$ cat src/rtl/fp16_packer.sv
// -----------------------------------------------------------------------------
// fp16_packer
// Output stage of the SD4 MAC datapath. It takes the normalized result triple
// {sign, norm_sum, exp_final} and packs it into an IEEE-754 binary16 word.
// Overflow, underflow and contract violations are detected and recorded.
//
// Datapath: stage A (classify) -> stage B (pack) -> output FIFO.
//
// Handshake, both ends: a word moves only on a cycle where valid & ready are
// both high. A producer holds valid and the data stable until that cycle.
// in_ready depends on registered state only, so there is no path from
// out_ready to in_ready.
//
// Ports
//   clk, rst            clock (rising edge), async active-high reset
//   in_valid/in_ready   input triple handshake
//   sign, norm_sum      sign and 11-bit magnitude (bit10 = hidden bit)
//   exp_final           signed biased exponent (bias 15), -64..63
//   out_valid/out_ready output handshake, out_valid = FIFO not empty
//   out_fp16            FIFO head; reads 0 while out_valid is low
//   flag_ovf/unf/inv    sticky exception flags, flag_clr clears all three
//   result_cnt          number of results written into the FIFO (wraps)
// -----------------------------------------------------------------------------
module fp16_packer #(
    parameter int FIFO_DEPTH = 4
) (
    input  logic              clk,
    input  logic              rst,
    input  logic              in_valid,
    output logic              in_ready,
    input  logic              sign,
    input  logic [10:0]       norm_sum,
    input  logic signed [6:0] exp_final,
    output logic              out_valid,
    input  logic              out_ready,
    output logic [15:0]       out_fp16,
    output logic              flag_ovf,
    output logic              flag_unf,
    output logic              flag_inv,
    input  logic              flag_clr,
    output logic [15:0]       result_cnt
);

    localparam int PW = (FIFO_DEPTH > 1) ? $clog2(FIFO_DEPTH) : 1;
    localparam int CW = PW + 1;
    localparam logic [CW:0] DEPTH_V = (CW+1)'(FIFO_DEPTH);

    typedef enum logic [2:0] {
        CLS_ZERO = 3'd0,
        CLS_INV  = 3'd1,
        CLS_OVF  = 3'd2,
        CLS_NORM = 3'd3,
        CLS_SUB  = 3'd4
    } cls_t;

    // ---------------- stage A: classify ----------------
    cls_t              in_cls;
    logic              a_valid;
    cls_t              a_cls;
    logic              a_sign;
    logic [10:0]       a_norm;
    logic signed [6:0] a_exp;

    always_comb begin
        if (norm_sum == 11'd0)          in_cls = CLS_ZERO;
        else if (!norm_sum[10])         in_cls = CLS_INV;
        else if (exp_final >= 7'sd31)   in_cls = CLS_OVF;
        else if (exp_final >= 7'sd1)    in_cls = CLS_NORM;
        else                            in_cls = CLS_SUB;
    end

    logic accept;
    assign accept = in_valid & in_ready;

    always_ff @(posedge clk or posedge rst) begin
        if (rst) begin
            a_valid <= 1'b0;
            a_cls   <= CLS_ZERO;
            a_sign  <= 1'b0;
            a_norm  <= 11'd0;
            a_exp   <= 7'sd0;
        end else begin
            a_valid <= accept;
            if (accept) begin
                a_cls  <= in_cls;
                a_sign <= sign;
                a_norm <= norm_sum;
                a_exp  <= exp_final;
            end
        end
    end

    // ---------------- stage B: pack ----------------
    // Denormalizing shift: sh = 1 - exp, evaluated in 8 bits so that
    // exp = -64 still gives a positive 65.
    logic signed [7:0] sub_sh;
    logic [10:0]       sub_m;
    logic [15:0]       pack_word;

    always_comb begin
        sub_sh = 8'sd1 - {a_exp[6], a_exp};
        sub_m  = (sub_sh >= 8'sd11) ? 11'd0 : (a_norm >> sub_sh[3:0]);
        case (a_cls)
            CLS_ZERO: pack_word = {a_sign, 15'h0000};
            CLS_INV:  pack_word = 16'h7E00;
            CLS_OVF:  pack_word = {a_sign, 5'h1F, 10'h000};
            CLS_NORM: pack_word = {a_sign, a_exp[4:0], a_norm[9:0]};
            CLS_SUB:  pack_word = {a_sign, 5'h00, sub_m[9:0]};
            default:  pack_word = 16'h7E00;
        endcase
    end

    logic        b_valid;
    logic [15:0] b_word;
    logic        b_ovf, b_unf, b_inv;

    always_ff @(posedge clk or posedge rst) begin
        if (rst) begin
            b_valid <= 1'b0;
            b_word  <= 16'h0000;
            b_ovf   <= 1'b0;
            b_unf   <= 1'b0;
            b_inv   <= 1'b0;
        end else begin
            b_valid <= a_valid;
            b_word  <= pack_word;
            b_ovf   <= a_valid & (a_cls == CLS_OVF);
            b_unf   <= a_valid & (a_cls == CLS_SUB);
            b_inv   <= a_valid & (a_cls == CLS_INV);
        end
    end

    // ---------------- output FIFO ----------------
    // Stage B writes without looking at fullness. The credit check on
    // in_ready reserves a slot for every word still in stage A or B.
    logic [15:0]   mem [FIFO_DEPTH];
    logic [PW-1:0] wr_ptr, rd_ptr;
    logic [CW-1:0] count;
    logic          push, pop;
    logic [CW:0]   occupancy;

    assign push      = b_valid;
    assign out_valid = (count != '0);
    assign pop       = out_valid & out_ready;
    assign out_fp16  = out_valid ? mem[rd_ptr] : 16'h0000;

    assign occupancy = {{CW{1'b0}}, a_valid} + {{CW{1'b0}}, b_valid} + {1'b0, count};
    assign in_ready  = (occupancy < DEPTH_V);

    always_ff @(posedge clk) begin
        if (push) mem[wr_ptr] <= b_word;
    end

    always_ff @(posedge clk or posedge rst) begin
        if (rst) begin
            wr_ptr     <= '0;
            rd_ptr     <= '0;
            count      <= '0;
            result_cnt <= 16'h0000;
            flag_ovf   <= 1'b0;
            flag_unf   <= 1'b0;
            flag_inv   <= 1'b0;
        end else begin
            if (push) begin
                wr_ptr     <= wr_ptr + 1'b1;
                result_cnt <= result_cnt + 16'h0001;
            end
            if (pop) rd_ptr <= rd_ptr + 1'b1;
            case ({push, pop})
                2'b10:   count <= count + 1'b1;
                2'b01:   count <= count - 1'b1;
                default: count <= count;
            endcase
            // A set in the same cycle as flag_clr wins.
            flag_ovf <= (flag_ovf & ~flag_clr) | (push & b_ovf);
            flag_unf <= (flag_unf & ~flag_clr) | (push & b_unf);
            flag_inv <= (flag_inv & ~flag_clr) | (push & b_inv);
        end
    end

endmodule

$ cat config.mk
export PLATFORM = sky130hd
export DESIGN_NAME = fp16_packer
export DESIGN_NICKNAME = d
export VERILOG_FILES = /design/src/rtl/fp16_packer.sv
export SDC_FILE = /design/constraint.sdc
export NUM_CORES = 1
export LEC_CHECK = 0
export ABC_AREA = 1
export CAP_MARGIN = 20
export CORE_MARGIN = 2
export CORE_UTILIZATION = 55
export CTS_BUF_LIST = sky130_fd_sc_hd__clkbuf_4
export CTS_CLUSTER_SIZE = 28
export DETAILED_ROUTE_END_ITERATION = 10
export DONT_BUFFER_PORTS = 1
export PLACE_DENSITY = 0.7
export SYNTH_ARGS = -nofsm -noshare
export SYNTH_HDL_FRONTEND = slang
export SYNTH_SLANG_ARGS = --single-unit
$ cat constraint.sdc
create_clock -name clk -period 3.05 [get_ports clk]
set_input_delay 0.61 -clock clk [delete_from_list [all_inputs] [get_ports clk]]
set_output_delay 0.61 -clock clk [all_outputs]
set_load 0.005 [all_outputs]
### Yosys cells after proc, flatten, opt, wreduce, memory -nomap -nowiden

Memories as Yosys holds them, arrays and structs flattened.
Cells that the tools add are included.

| word-level totals | value |
|---|---|
| memories kept | 1 |
| bits in registers | 69 |
| bits of input ports | 24 |
| bits in writable memories | 64 |

| cells by class | value |
|---|---|
| equal/unequal tests | 6 |
| reduce and logical (&&, ||, !) cells | 4 |
| bitwise gates (word level) | 15 |
| multiplexer cells | 10 |
| magnitude comparators | 4 |
| add/sub/neg operators | 8 |
| shifts and indexed selects | 1 |

Memories:

| name | depth | bits a word | read ports | clocked after Yosys merged registers in | write ports | RTL line | text |
|---|---|---|---|---|---|---|---|
| mem | 4 | 16 | 1 | 0 | 1 | 136 | `logic [15:0] mem [FIFO_DEPTH];` |

Operator list:

| kind | number |
|---|---|
| $pmux 16 s4 | 1 |
| $add 16x1->16 const B | 1 |
| $mux 16 | 1 |
| $mux 3 | 4 |
| $and 1x1->1 | 11 |
| $logic_not 11->1 | 1 |
| $shr 11x4->10 | 1 |
| $mux 10 | 1 |
| $ge 8x5->1 const B | 1 |
| $sub 2x7->8 const A | 1 |
| $ge 7x2->1 const B | 1 |
| $ge 7x6->1 const B | 1 |
| $eq 3x2->1 const B | 2 |
| $pmux 3 s2 | 1 |
| $add 2x1->2 const B | 2 |
| $add 2x3->4 | 1 |
| $lt 4x3->1 const B | 1 |
| $add 3x1->3 const B | 1 |
| $eq 3x1->1 const B | 1 |
| $eq 3x3->1 const B | 1 |
| $logic_not 3->1 | 1 |
| $or 1x1->1 | 3 |
| $reduce_bool 3->1 | 1 |
| $sub 3x1->3 const B | 1 |
| 6 further kinds | 7 |

### Depth between registers and ports, before layout

| logic depth | value |
|---|---|
| depth in word-level cells | 5 |
| mapped depth | 12 |

### Worst setup path after synthesis

OpenSTA, ideal clock, no wires.

| path | value |
|---|---|
| kind | in2reg |
| start | input port out_ready |
| end | register count[2] |
| path slack | 1172 ps |
| path buffers | 0 |
| arrival time | 1750 ps |
| stages | 8 |
| data required time | 2922 ps |
| setup time | 128 ps |
| cells stage by stage | inv_1 > nor2_1 > ha_1 > inv_1 > fa_1 > a21oi_1 > o21ai_0 > xnor2_1 |

| on the way | value |
|---|---|
| cells in the longest elaborated chain, start to end | 3 |

RTL lines:

| element | RTL line | text |
|---|---|---|
| start: declaration | 35 | `input logic out_ready,` |
| $and 1x1->1 (*) | 144 | `assign pop = out_valid & out_ready;` |
| named net pop | 139 | `logic push, pop;` |
| $eq 2x1->1 or $eq 2x2->1 (tied branches) | 169 | `case ({push, pop})` |
| $pmux 3 s2 or $reduce_bool 2->1 (tied branches) | - |  |
| end signal: assignment | 170 | `2'b10: count <= count + 1'b1;` |
| end signal: assignment | 171 | `2'b01: count <= count - 1'b1;` |
| end signal: assignment | 172 | `default: count <= count;` |
| end: declaration | 138 | `logic [CW-1:0] count;` |

Mark *: on every way through the listed nets, which the timed path passes. The rest lies on a longest branch.
A chain may end at the register's enable or synchronous reset.

### Final worst setup path

| path | value |
|---|---|
| start | register rd_ptr[1] |
| end | output port out_fp16[4] |

| on the way | value |
|---|---|
| cells in the longest elaborated chain, start to end | 2 |

RTL lines:

| element | RTL line | text |
|---|---|---|
| start: declaration | 137 | `logic [PW-1:0] wr_ptr, rd_ptr;` |
| start signal: assignment | 168 | `if (pop) rd_ptr <= rd_ptr + 1'b1;` |
| $mem_v2 4x16 | - |  |
| $mux 16 | 145 | `assign out_fp16 = out_valid ? mem[rd_ptr] : 16'h0000;` |
| end: declaration | 36 | `output logic [15:0] out_fp16,` |

Every way passes these cells.

==> results.sh <==
export IMPL_seq_power_share_pct=46.7
export IMPL_cts_tree="yes"
export IMPL_synth_adder_area_share_pct=2.021
export IMPL_pin_count=61
export IMPL_nets=646
export IMPL_synth_seq_cells=133
export IMPL_fmax_ghz=0.3919
export IMPL_syn_to_final_growth_pct=6.653
export IMPL_portBuffers=0
export IMPL_clock_sinks=133
export IMPL_antenna_found_initial=0
export IMPL_syn_inst=607
export IMPL_grt_max_degree=46
export IMPL_start_util_pct=57.06
export IMPL_post_place_cells=729
export IMPL_crit_slowest_cell="clkinv_1"
export IMPL_gp_congestion=0.9157
export IMPL_worstPathMaxFanout=17
export IMPL_ant_nets=0
export IMPL_crit_required_ns=2.44
export IMPL_synthSimpleGateAreaFrac_pct=20.72
export IMPL_p_sw_mw=2.535
export IMPL_synth_area_mux_share_pct=0
export IMPL_dp_hpwl_mm=8.058
export IMPL_grt_pass1_wl_mm=19.62
export IMPL_power_leakage_nw=2.725
export IMPL_synth_top_family_by_area="simple AND/OR/NAND/NOR gates"
export IMPL_synth_edf_count=64
export IMPL_status="completed"
export IMPL_netlist_area_mm2=0.005943
export IMPL_hold_slack_ns=0.1962
export IMPL_wire_per_inst_um=15.19
export IMPL_grt_pass1_vias=4139
export IMPL_skew_ns=0.02341
export IMPL_crit_type="flip-flop to output pin"
export IMPL_path_delay_family="buffers and inverters"
export IMPL_power_density_mw_per_mm2=972.8
export IMPL_yosys_most_used_dff="dfrtp_1"
export IMPL_htree_levels=4
export IMPL_fp_dieW_um=108.0
export IMPL_rsz0062_at_grt="false"
export IMPL_grt_overflow_total=0
export IMPL_end_kind="output pin"
export IMPL_drv_slew=0
export IMPL_cp_arrival_ns=1.94
export IMPL_hold_class="input pin to flip-flop"
export IMPL_syn_nets=640
export IMPL_p_clk_share_pct=18.8
export IMPL_synth_compound_area_share_pct=7.789
export IMPL_avgSynthCellArea_um2=9.791
export IMPL_numCtsBuffers=17
export IMPL_synth_top_cell_area_share_pct=32.34
export IMPL_p_sw_share_pct=41.11
export IMPL_crit_buf_inv=1
export IMPL_synthXorXnorAreaFrac_pct=2.653
export IMPL_ys_top_cells_by_count="137 x nand2_1, 81 x nor2_1, 69 x dfrtp_1"
export IMPL_async_flop_share_pct=51.88
export IMPL_core_area_mm2=0.01042
export IMPL_vias=4085
export IMPL_yosys_area_top_type="edfxtp_1"
export IMPL_drc=0
export IMPL_yosysUniqueCellTypes=37
export IMPL_setup_violations=0
export IMPL_synth_top_cells_by_area="edfxtp_1 32%, dfrtp_1 29%, nand2_1 8.7%"
export IMPL_relSlewSlack_pct=51.60
export IMPL_finalHoldViolations=0
export IMPL_gr_usage_all_layers_pct=21.92
export IMPL_critPathMaxStageDelay_ns=0.47
export IMPL_cp_start_kind="flip-flop"
export IMPL_die_area_mm2=0.01165
export IMPL_max_slew_worst_pin_slew_ns=0.7252
export IMPL_fin_ws_ns=0.4986
export IMPL_antenna_cells=0
export IMPL_drive_above_1_share_pct=9.425
export IMPL_die_h_um=108.0
export IMPL_synth_most_common_cell="nand2_1"
export IMPL_ir_drop_mv=0.4598
export IMPL_timing_setup_tns_ns=0
export IMPL_cts_root_buf="clkbuf_4"
export IMPL_path_clk_slew_ns=0.11
export IMPL_comb_power_share_pct=34.5
export IMPL_final_cells=762
export IMPL_routed_wirelength_mm=11.58
export IMPL_postCtsSetupBuffers=0
export IMPL_ys_warnings_count=0
export IMPL_initialDrtViolationCount=259
export IMPL_p_int_mw=3.631
export IMPL_dr_pass1_iters=5
export IMPL_yosysSeqAreaShare_pct=61.39
export IMPL_avgViaCountPerCell=5.361
export IMPL_finalCriticalPeriod_ns=2.551
export IMPL_clock_latency_ns=0.51
export IMPL_cap_viol_max_count=0
export IMPL_row_count=37
export IMPL_finalCritPeriodShare_pct=83.65
export IMPL_crit_chain="clkinv_1 > nor2_1 > o21ai_0 > a21oi_1"
export IMPL_cts_max_path_buffers=2
export IMPL_dp_slack_ns=0.9084
[cell type report]
cell class,count,area [um^2]
sequential,133,3649
clock inverter,14,150.1
fill,884,4078
multi-input combinational,402,1972
clock buffer,18,135.1
timing repair buffer,9,70.07
inverter,50,192.7
tap,136,170.2
[what timing repair did]
item / 4_1_cts / 5_1_grt
setup endpoints to repair: 0 / 0
resized for setup: 0 / 0
hold endpoints to repair: 21 / 0
hold buffers: 1 / 0
[metal layers]
metal | up-vias | share of wire, % | track usage, %
li1 | 2015 | - | -
met1 | 1932 | 46 | 29.93
met2 | 122 | 46 | 34.28
met3 | 16 | 5.5 | 5.606
met4 | 0 | 1.7 | 8.150
met5 | - | 0 | 0
[cell usage in the layout (no fill, tap or decap), types with 6 or more instances in the layout]
| cell | Yosys | routed |
|---|---|---|
| nand2_1 | 137 | 137 |
| nor2_1 | 81 | 81 |
| dfrtp_1 | 69 | 69 |
| edfxtp_1 | 64 | 64 |
| o21ai_0 | 50 | 50 |
| inv_1 | 44 | 43 |
| nand3_1 | 40 | 40 |
| a21oi_1 | 25 | 25 |
| clkbuf_4 | 0 | 18 |
| xor2_1 | 11 | 11 |
| o21ai_1 | 11 | 11 |
| ha_1 | 8 | 8 |
| buf_4 | 4 | 8 |
| nand4_1 | 7 | 7 |
| xnor2_1 | 7 | 7 |
| inv_6 | 1 | 6 |
[path summary, 6_finish.rpt]
check / slack, ns / start / end / cells after the start
max: 0.50 / rd_ptr[1] / out_fp16[4] / 4
min: 0.20 / flag_clr / flag_ovf / 1
max reg2reg: 0.90 / count[2] / count[2] / 9
min reg2reg: 0.46 / a_valid / b_valid / 0
max in group asynchronous: 1.97 / rst / b_word[15] / 3
min in group asynchronous: 0.59 / rst / result_cnt[15] / 3
[cells by family (layout without fill, tap and decap cells)]
family,after synthesis,in the layout
compound gates,90,90
xor+xnor,18,18
fa+ha+maj,9,9
buf+inv,72,91
flops,133,133
simple gates,285,285
[state kept, by name (all words and copies together) (netlist names), 2 cells and up]
name        count
wr_ptr          2
rd_ptr          2
b_word         16
a_cls           3
result_cnt     16
a_exp           7
count           3
a_norm         11
mem            64
[worst reg2reg max path: stages (launching register included)]
cell and delay, ns:
dfrtp_1 0.49, nor3_4 0.06, buf_4 0.20, nor2_1 0.23, ha_1 0.19, inv_1 0.06
fa_1 0.38, a21oi_1 0.15, o21ai_0 0.11, xnor2_1 0.15
[power by group through the flow]
| stage | Clock [mW] | Sequential, mW | Combinational, mW |
|---|---|---|---|
| 3_3_place_gp | 0 | 2.89 | 2.05 |
| 6_report | 1.16 | 2.88 | 2.13 |
| 3_5_place_dp | 0 | 2.92 | 2.12 |
| 2_1_floorplan | 0 | 2.72 | 1.77 |
| 5_1_grt | 1.27 | 2.95 | 2.43 |
| 4_1_cts | 1.19 | 2.88 | 2.13 |
[per-stage QoR]
step,total power [mW],cell area [um^2],util [%]
2_1_floorplan,4.487,5943,-
3_3_place_gp,4.939,6043,58.02
3_5_place_dp,5.031,6043,58.02
4_1_cts,6.203,6339,60.85
5_1_grt,6.638,6339,60.85
6_report,6.166,6339,60.85
No activity file was read; power rests on OpenSTA's default activity.
